<file path="src/rtl/mainfsm_pkg.sv">
// Shared encodings for the multicycle ARM main controller: state codes,
// datapath mux select codes and instruction Op classes.
package mainfsm_pkg;

  localparam logic [3:0] S_FETCH    = 4'd0;
  localparam logic [3:0] S_DECODE   = 4'd1;
  localparam logic [3:0] S_MEMADR   = 4'd2;
  localparam logic [3:0] S_MEMREAD  = 4'd3;
  localparam logic [3:0] S_MEMWB    = 4'd4;
  localparam logic [3:0] S_MEMWRITE = 4'd5;
  localparam logic [3:0] S_EXECUTER = 4'd6;
  localparam logic [3:0] S_EXECUTEI = 4'd7;
  localparam logic [3:0] S_ALUWB    = 4'd8;
  localparam logic [3:0] S_BRANCH   = 4'd9;
  localparam logic [3:0] S_UNKNOWN  = 4'd10;

  localparam logic [1:0] SRCB_RD2  = 2'b00;
  localparam logic [1:0] SRCB_IMM  = 2'b01;
  localparam logic [1:0] SRCB_FOUR = 2'b10;

  localparam logic [1:0] RES_ALUOUT    = 2'b00;
  localparam logic [1:0] RES_DATA      = 2'b01;
  localparam logic [1:0] RES_ALURESULT = 2'b10;

  localparam logic [1:0] OP_DP  = 2'b00;
  localparam logic [1:0] OP_MEM = 2'b01;
  localparam logic [1:0] OP_BR  = 2'b10;

endpackage

</file>
<file path="src/rtl/mainfsm.sv">
// Moore main controller sequencing fetch, decode, address generation,
// memory access, execute and write-back for the multicycle ARM datapath.
module mainfsm
  import mainfsm_pkg::*;
#(
  parameter int STATE_W = 4
) (
  input  logic               clk,
  input  logic               reset,
  input  logic [1:0]         Op,
  input  logic [5:0]         Funct,
  output logic               IRWrite,
  output logic               AdrSrc,
  output logic               ALUSrcA,
  output logic [1:0]         ALUSrcB,
  output logic [1:0]         ResultSrc,
  output logic               NextPC,
  output logic               RegW,
  output logic               MemW,
  output logic               Branch,
  output logic               ALUOp,
  output logic [STATE_W-1:0] state_o
);

  logic [STATE_W-1:0] state_q, state_d;

  // NOTE: sequential state uses non-blocking assignment so every register
  // samples pre-edge values regardless of process evaluation order.
  always_ff @(posedge clk or posedge reset) begin
    if (reset) state_q <= S_FETCH;
    else       state_q <= state_d;
  end

  // NOTE: a default before the case keeps every path assigned, so no latch
  // is inferred; unused codes 11-15 fall to the default like UNKNOWN.
  always_comb begin
    state_d = S_FETCH;
    unique case (state_q)
      S_FETCH:  state_d = S_DECODE;
      S_DECODE: begin
        case (Op)
          OP_DP:   state_d = Funct[5] ? S_EXECUTEI : S_EXECUTER;
          OP_MEM:  state_d = S_MEMADR;
          OP_BR:   state_d = S_BRANCH;
          default: state_d = S_UNKNOWN;
        endcase
      end
      S_MEMADR:   state_d = Funct[0] ? S_MEMREAD : S_MEMWRITE;
      S_MEMREAD:  state_d = S_MEMWB;
      S_EXECUTER: state_d = S_ALUWB;
      S_EXECUTEI: state_d = S_ALUWB;
      default:    state_d = S_FETCH;
    endcase
  end

  always_comb begin
    IRWrite   = 1'b0;
    AdrSrc    = 1'b0;
    ALUSrcA   = 1'b0;
    ALUSrcB   = SRCB_RD2;
    ResultSrc = RES_ALUOUT;
    NextPC    = 1'b0;
    RegW      = 1'b0;
    MemW      = 1'b0;
    Branch    = 1'b0;
    ALUOp     = 1'b0;
    case (state_q)
      S_FETCH: begin
        IRWrite   = 1'b1;
        NextPC    = 1'b1;
        ALUSrcA   = 1'b1;
        ALUSrcB   = SRCB_FOUR;
        ResultSrc = RES_ALURESULT;
      end
      // PC+8 is formed here for use as R15 by the following instruction step.
      S_DECODE: begin
        ALUSrcA   = 1'b1;
        ALUSrcB   = SRCB_FOUR;
        ResultSrc = RES_ALURESULT;
      end
      S_MEMADR:   ALUSrcB = SRCB_IMM;
      S_MEMREAD:  AdrSrc  = 1'b1;
      S_MEMWB: begin
        ResultSrc = RES_DATA;
        RegW      = 1'b1;
      end
      S_MEMWRITE: begin
        AdrSrc = 1'b1;
        MemW   = 1'b1;
      end
      S_EXECUTER: ALUOp = 1'b1;
      S_EXECUTEI: begin
        ALUSrcB = SRCB_IMM;
        ALUOp   = 1'b1;
      end
      S_ALUWB:    RegW = 1'b1;
      S_BRANCH: begin
        ALUSrcB   = SRCB_IMM;
        ResultSrc = RES_ALURESULT;
        Branch    = 1'b1;
      end
      default: ;
    endcase
  end

  assign state_o = state_q;

endmodule

</file>
<file path="config.mk">
export PLATFORM = sky130hd
export DESIGN_NAME = mainfsm
export DESIGN_NICKNAME = d
export VERILOG_FILES = /design/src/rtl/mainfsm_pkg.sv /design/src/rtl/mainfsm.sv
export SDC_FILE = /design/constraint.sdc
export NUM_CORES = 1
export LEC_CHECK = 0
export ABC_CLOCK_PERIOD_IN_PS = 2500
export CAP_MARGIN = 10
export CORE_AREA = 3 3 40 42
export CTS_BUF_LIST = sky130_fd_sc_hd__clkbuf_2 sky130_fd_sc_hd__clkbuf_4 sky130_fd_sc_hd__clkbuf_8
export DETAILED_ROUTE_END_ITERATION = 6
export DIE_AREA = 0 0 43 45
export PLACE_DENSITY = 0.65
export SLEW_MARGIN = 25
export SYNTH_ARGS = -nofsm -noshare
export SYNTH_HDL_FRONTEND = slang
export SYNTH_SLANG_ARGS = --single-unit
</file>
<file path="constraint.sdc">
create_clock -name clk -period 2.5 [get_ports clk]
set_clock_uncertainty 0.2 [all_clocks]
set_input_delay 0.5 -clock clk [delete_from_list [all_inputs] [get_ports clk]]
set_output_delay 0.5 -clock clk [all_outputs]
set_load 0.02 [all_outputs]
</file>
# After elaboration in Yosys (flattened, before gate mapping)
# Index checks and enable logic that the tools add are counted.
[word_totals]
regBits = 4
output_inout_bits = 16
word_cells = 33
[classes]
eq_ne = 11
muxes = 13
reduce_logical = 8
[op_table]
columns = ["op", "n"]
rows = [
  ["4-bit one-hot mux with 5 select lines", 1],
  ["4-bit by 3-bit == test with 1-bit output, second input constant", 4],
  ["4-bit one-hot mux with 3 select lines", 1],
  ["4-bit by 2-bit == test with 1-bit output, second input constant", 2],
  ["4-bit == test, second input constant", 2],
  ["1-bit two-way mux", 8],
  ["2-bit one-hot mux with 2 select lines", 2],
  ["2-bit OR reduction", 4],
  ["3-bit OR reduction", 2],
  ["4-bit by 1-bit == test with 1-bit output, second input constant", 1],
  ["4-bit logical NOT", 1],
  ["3-bit two-way mux", 1],
  ["2-bit by 1-bit == test with 1-bit output, second input constant", 1],
  ["2-bit == test, second input constant", 1],
  ["2-bit logical NOT", 1],
]

# Logic depth before layout (Yosys ltp)
[depth]
depth_word = 3
ltp_mapped = 4
depth_no_buf = 3

# Least setup slack after synthesis
# No wires, ideal clock.
[synth_timing]
kind = "flip-flop to output port"
from = "register state_q[3] (netlist: state_o[3])"
to = "output port NextPC"
arrival_time_ps = 1775
slack_ps = 25
path_stages_with_launch = 4
cell_sequence = "dfrtp_1 > buf_2 > nor4_1 > buf_4"
[synth_between]
elab_chain_len = 2
[synth_lines]
columns = ["element", "line", "source"]
rows = [
  ["from (decl)", "mainfsm.sv:25", "logic [STATE_W-1:0] state_q, state_d;"],
  ["from (signal assigned)", "mainfsm.sv:31", "else state_q <= state_d;"],
  ["4-bit logical NOT", "-", ""],
  ["1-bit two-way mux", "-", ""],
  ["to (decl)", "mainfsm.sv:17", "output logic NextPC,"],
]
# No other way between the ends.

# Worst setup path in the final report
[layout_timing]
from = "register state_q[3] (netlist: state_o[3])"
to = "output port ALUOp"
[layout_between]
elab_chain_len = 3
elab_cells_between_ends = 4
classes_between = "eq/ne (2); mux (1); reduce/logical (1)"
[layout_lines]
columns = ["element", "line", "source"]
rows = [
  ["4-bit by 3-bit == test with 1-bit output", "mainfsm.sv:67", "case (state_q)"],
  ["2-bit OR reduction (no line) (*)", "-", ""],
  ["1-bit two-way mux (*)", "mainfsm.sv:67", ""],
  ["to (decl)", "mainfsm.sv:21", "output logic ALUOp,"],
]
# Mark *: on every way between the ends. The rest lies on a longest branch, timed or not.

==> flow_summary.yaml <==
worst_setup_path:
  reg2reg_depth: 4
  crit_end: "ALUOp"
  cp_top_family: "buffers and inverters"
  reg2reg_slack_ns: 1.03
  crit_required_ns: 1.80
  worstSetupPathType: "reg2out"
  cp-startpoint: "state_o[3]"
  critPathMaxFanout: 11
  crit_arrival_ns: 1.71
  endpoint_kind: "output pin"
  worst-path-stages: 3
  slowest_stage: "clkdlybuf4s50_1"
  cpPeakStageDelay_ns: 0.61
  crit_path_cell_trace: "nand2b_1 -> nor2_1 -> clkdlybuf4s50_1"
  worstReg2RegEnd: "state_o[1]"
  r2r_start: "state_o[0]"
  worst_setup_path_start_kind: "flop"
  worst-path-buf-inv: 1
sta:
  finalSetupViolCount: 0
  rsz0062_at_grt: "no"
  max_freq_ghz: 0.4142
  slew_violations: 0
  worst_pin_slew_ns: 0.3888
  relSlewSlack: 0.7408
  hold_viol_final: 0
  timing.hold.ws_ns: 0.2485
  finalSetupTns_ns: 0
  finalCritPeriodShare: 0.9657
  period_needed_ns: 2.414
detailed_routing:
  drt-total-wl_um: 886
  wire_per_inst_um: 11.08
  vias_per_cell: 4.638
  ant_nets: 0
  via_count: 371
  dr.pass1.iters: 2
  drc: 0
  drt_iter0_drc: 3
grt:
  grt_util_met1: 0.1192
  grt_max_degree: 12
  grt_overflow: 0
  grt_use_total: 0.1003
  met2_usage: 0.1677
  busiest_layer: "met2"
  antenna_found_initial: 0
  first_global_vias: 354
  grt_pass1_wl_um: 1469
  grt_use_met3: 0.03586
die:
  fp.dieH_um: 45
  core_um2: 1285
  num_rows: 13
  initial_core_util: 0.2756
  die_w_um: 43
  io_pins: 26
  dieArea_um2: 1935
logic_synthesis:
  yosysSeqAreaShare: 0.2827
  synth_nets: 51
  ys_ff_latch: 4
  syn-cell-area_um2: 354.1
  synth_warnings: 0
  netlist-cell-type-count: 23
  syn_area_per_cell_um2: 8.636
  postSynthCellCount: 41
place:
  gp_congestion: 0.7253
  placed_area_um2: 581.8
  hpwl_um: 720.2
  port_buffers: 21
  dp_cells: 77
hold_path:
  hold_class: "in2async"
clocking:
  cts.htree.levels: 1
  cts_buffers: 3
  cts.path.max_buffers: 2
  clkTransAtPathRegs_ns: 0.04
  tritoncts: "yes"
  cts_root_buf: "clkbuf_4"
  cts_setup_buffers: 0
  clock_latency_ns: 0.23
  clock-sinks: 4
status:
  status: "finished, final reports clean"
pwr:
  leakage_uw: 0.0003184
  p_per_area_nw_per_um2: 1620
  irDropWorstVdd_mv: 0.6038
finish:
  fin_area_um2: 605.6
  mostFrequentLayoutCell: "clkdlybuf4s50_1"
  syn_to_final_growth_pct: 71.02
  fillerInstances: 129
  fin_util: 0.4713
  layout-drive-gt1-share: 0.2154
  multi_input_area_um2: 203.9
  final_cell_mix: "clkdlybuf4s50_1, dlygate4sd2_1, buf_4"
  seqCellArea_um2: 101.3
  largest_reg_flops: 4
  n_antenna_cell: 0
  nets: 77
  fin_cells: 80
flow_run:
  max_cap_viol_count: 0
==> how the worst min path moves through the flow <==
stage | startpoint | endpoint | slack, ns | depth (start not counted)
final | reset | state_o[1] | 0.25 | 2
after global routing | reset | state_o[3] | 0.28 | 2
after CTS | reset | state_o[1] | 0.25 | 2
after detailed placement | state_o[2] | state_o[0] | 0.44 | 1
after global placement | state_o[2] | state_o[1] | 0.47 | 1
after floorplan | reset | state_o[0] | 0.07 | 1
==> metal layers <==
layer,part of all wire,wire [µm]
met5,0,0
met4,0,0
met3,0.043,38
met2,0.56,495
met1,0.40,352
==> cells in the mapped netlist <==
cell	instances	area share
dfrtp_1	4	0.28
nor2_1	4	0.042
nor3_1	4	0.057
inv_1	3	0.032
nand2b_1	3	0.053
a211oi_2	2	0.071
a22oi_1	2	0.042
buf_4	2	0.042
nor3b_2	2	0.071
xnor2_1	2	0.049
a21o_1	1	0.021
buf_2	1	0.014
buf_6	1	0.032
clkbuf_4	1	0.021
nand2_1	1	0.011
nand3_1	1	0.014
nor3_2	1	0.028
nor3b_1	1	0.021
nor4_1	1	0.018
o21ai_1	1	0.014
o31ai_1	1	0.021
or2_0	1	0.018
xor2_1	1	0.025
==> cell families after synthesis <==
kind of cell	count (synthesis)	share of synthesized area
and+or+nand+nor	19	0.3321
xor gates and xnor gates	3	0.07422
AOI/OAI and AO/OA	7	0.1696
DFF	4	0.2827
buffers and inverters	8	0.1413
==> report_power, final <==
part / internal, µW / total (µW) / switching [µW]
Clock: 53.5 / 77.2 / 23.7
Sequential: 96.7 / 179 / 81.9
Combinational: 357 / 725 / 368
Total: 507 / 981 / 474
==> final cells by class <==
cell class,instances,share of cell area
clock buffers,3,0.03719
inverters,3,0.01860
multi-input cells,29,0.3368
flip-flops and latches,4,0.1674
well taps,15,0.03099
repair buffers,26,0.4091
==> through the flow <==
step	total power, µW	setup WS (ns)
after global placement	956.2	0.1725
after detailed placement	959.7	0.1904
after floorplan	628.6	0.02486
after CTS	1001	0.001338
after global routing	1059	0.001177
final	981.1	0.08575
==> what timing repair did <==
item / 4_1_cts / 5_1_grt
cloned: 0 / 0
gates resized for setup: 7 / 3
endpoints found under the setup margin: 8 / 3
pin swaps: 0 / 0
hold buffers: 0 / 0
Note: power is estimated with default switching activity, not from simulation.
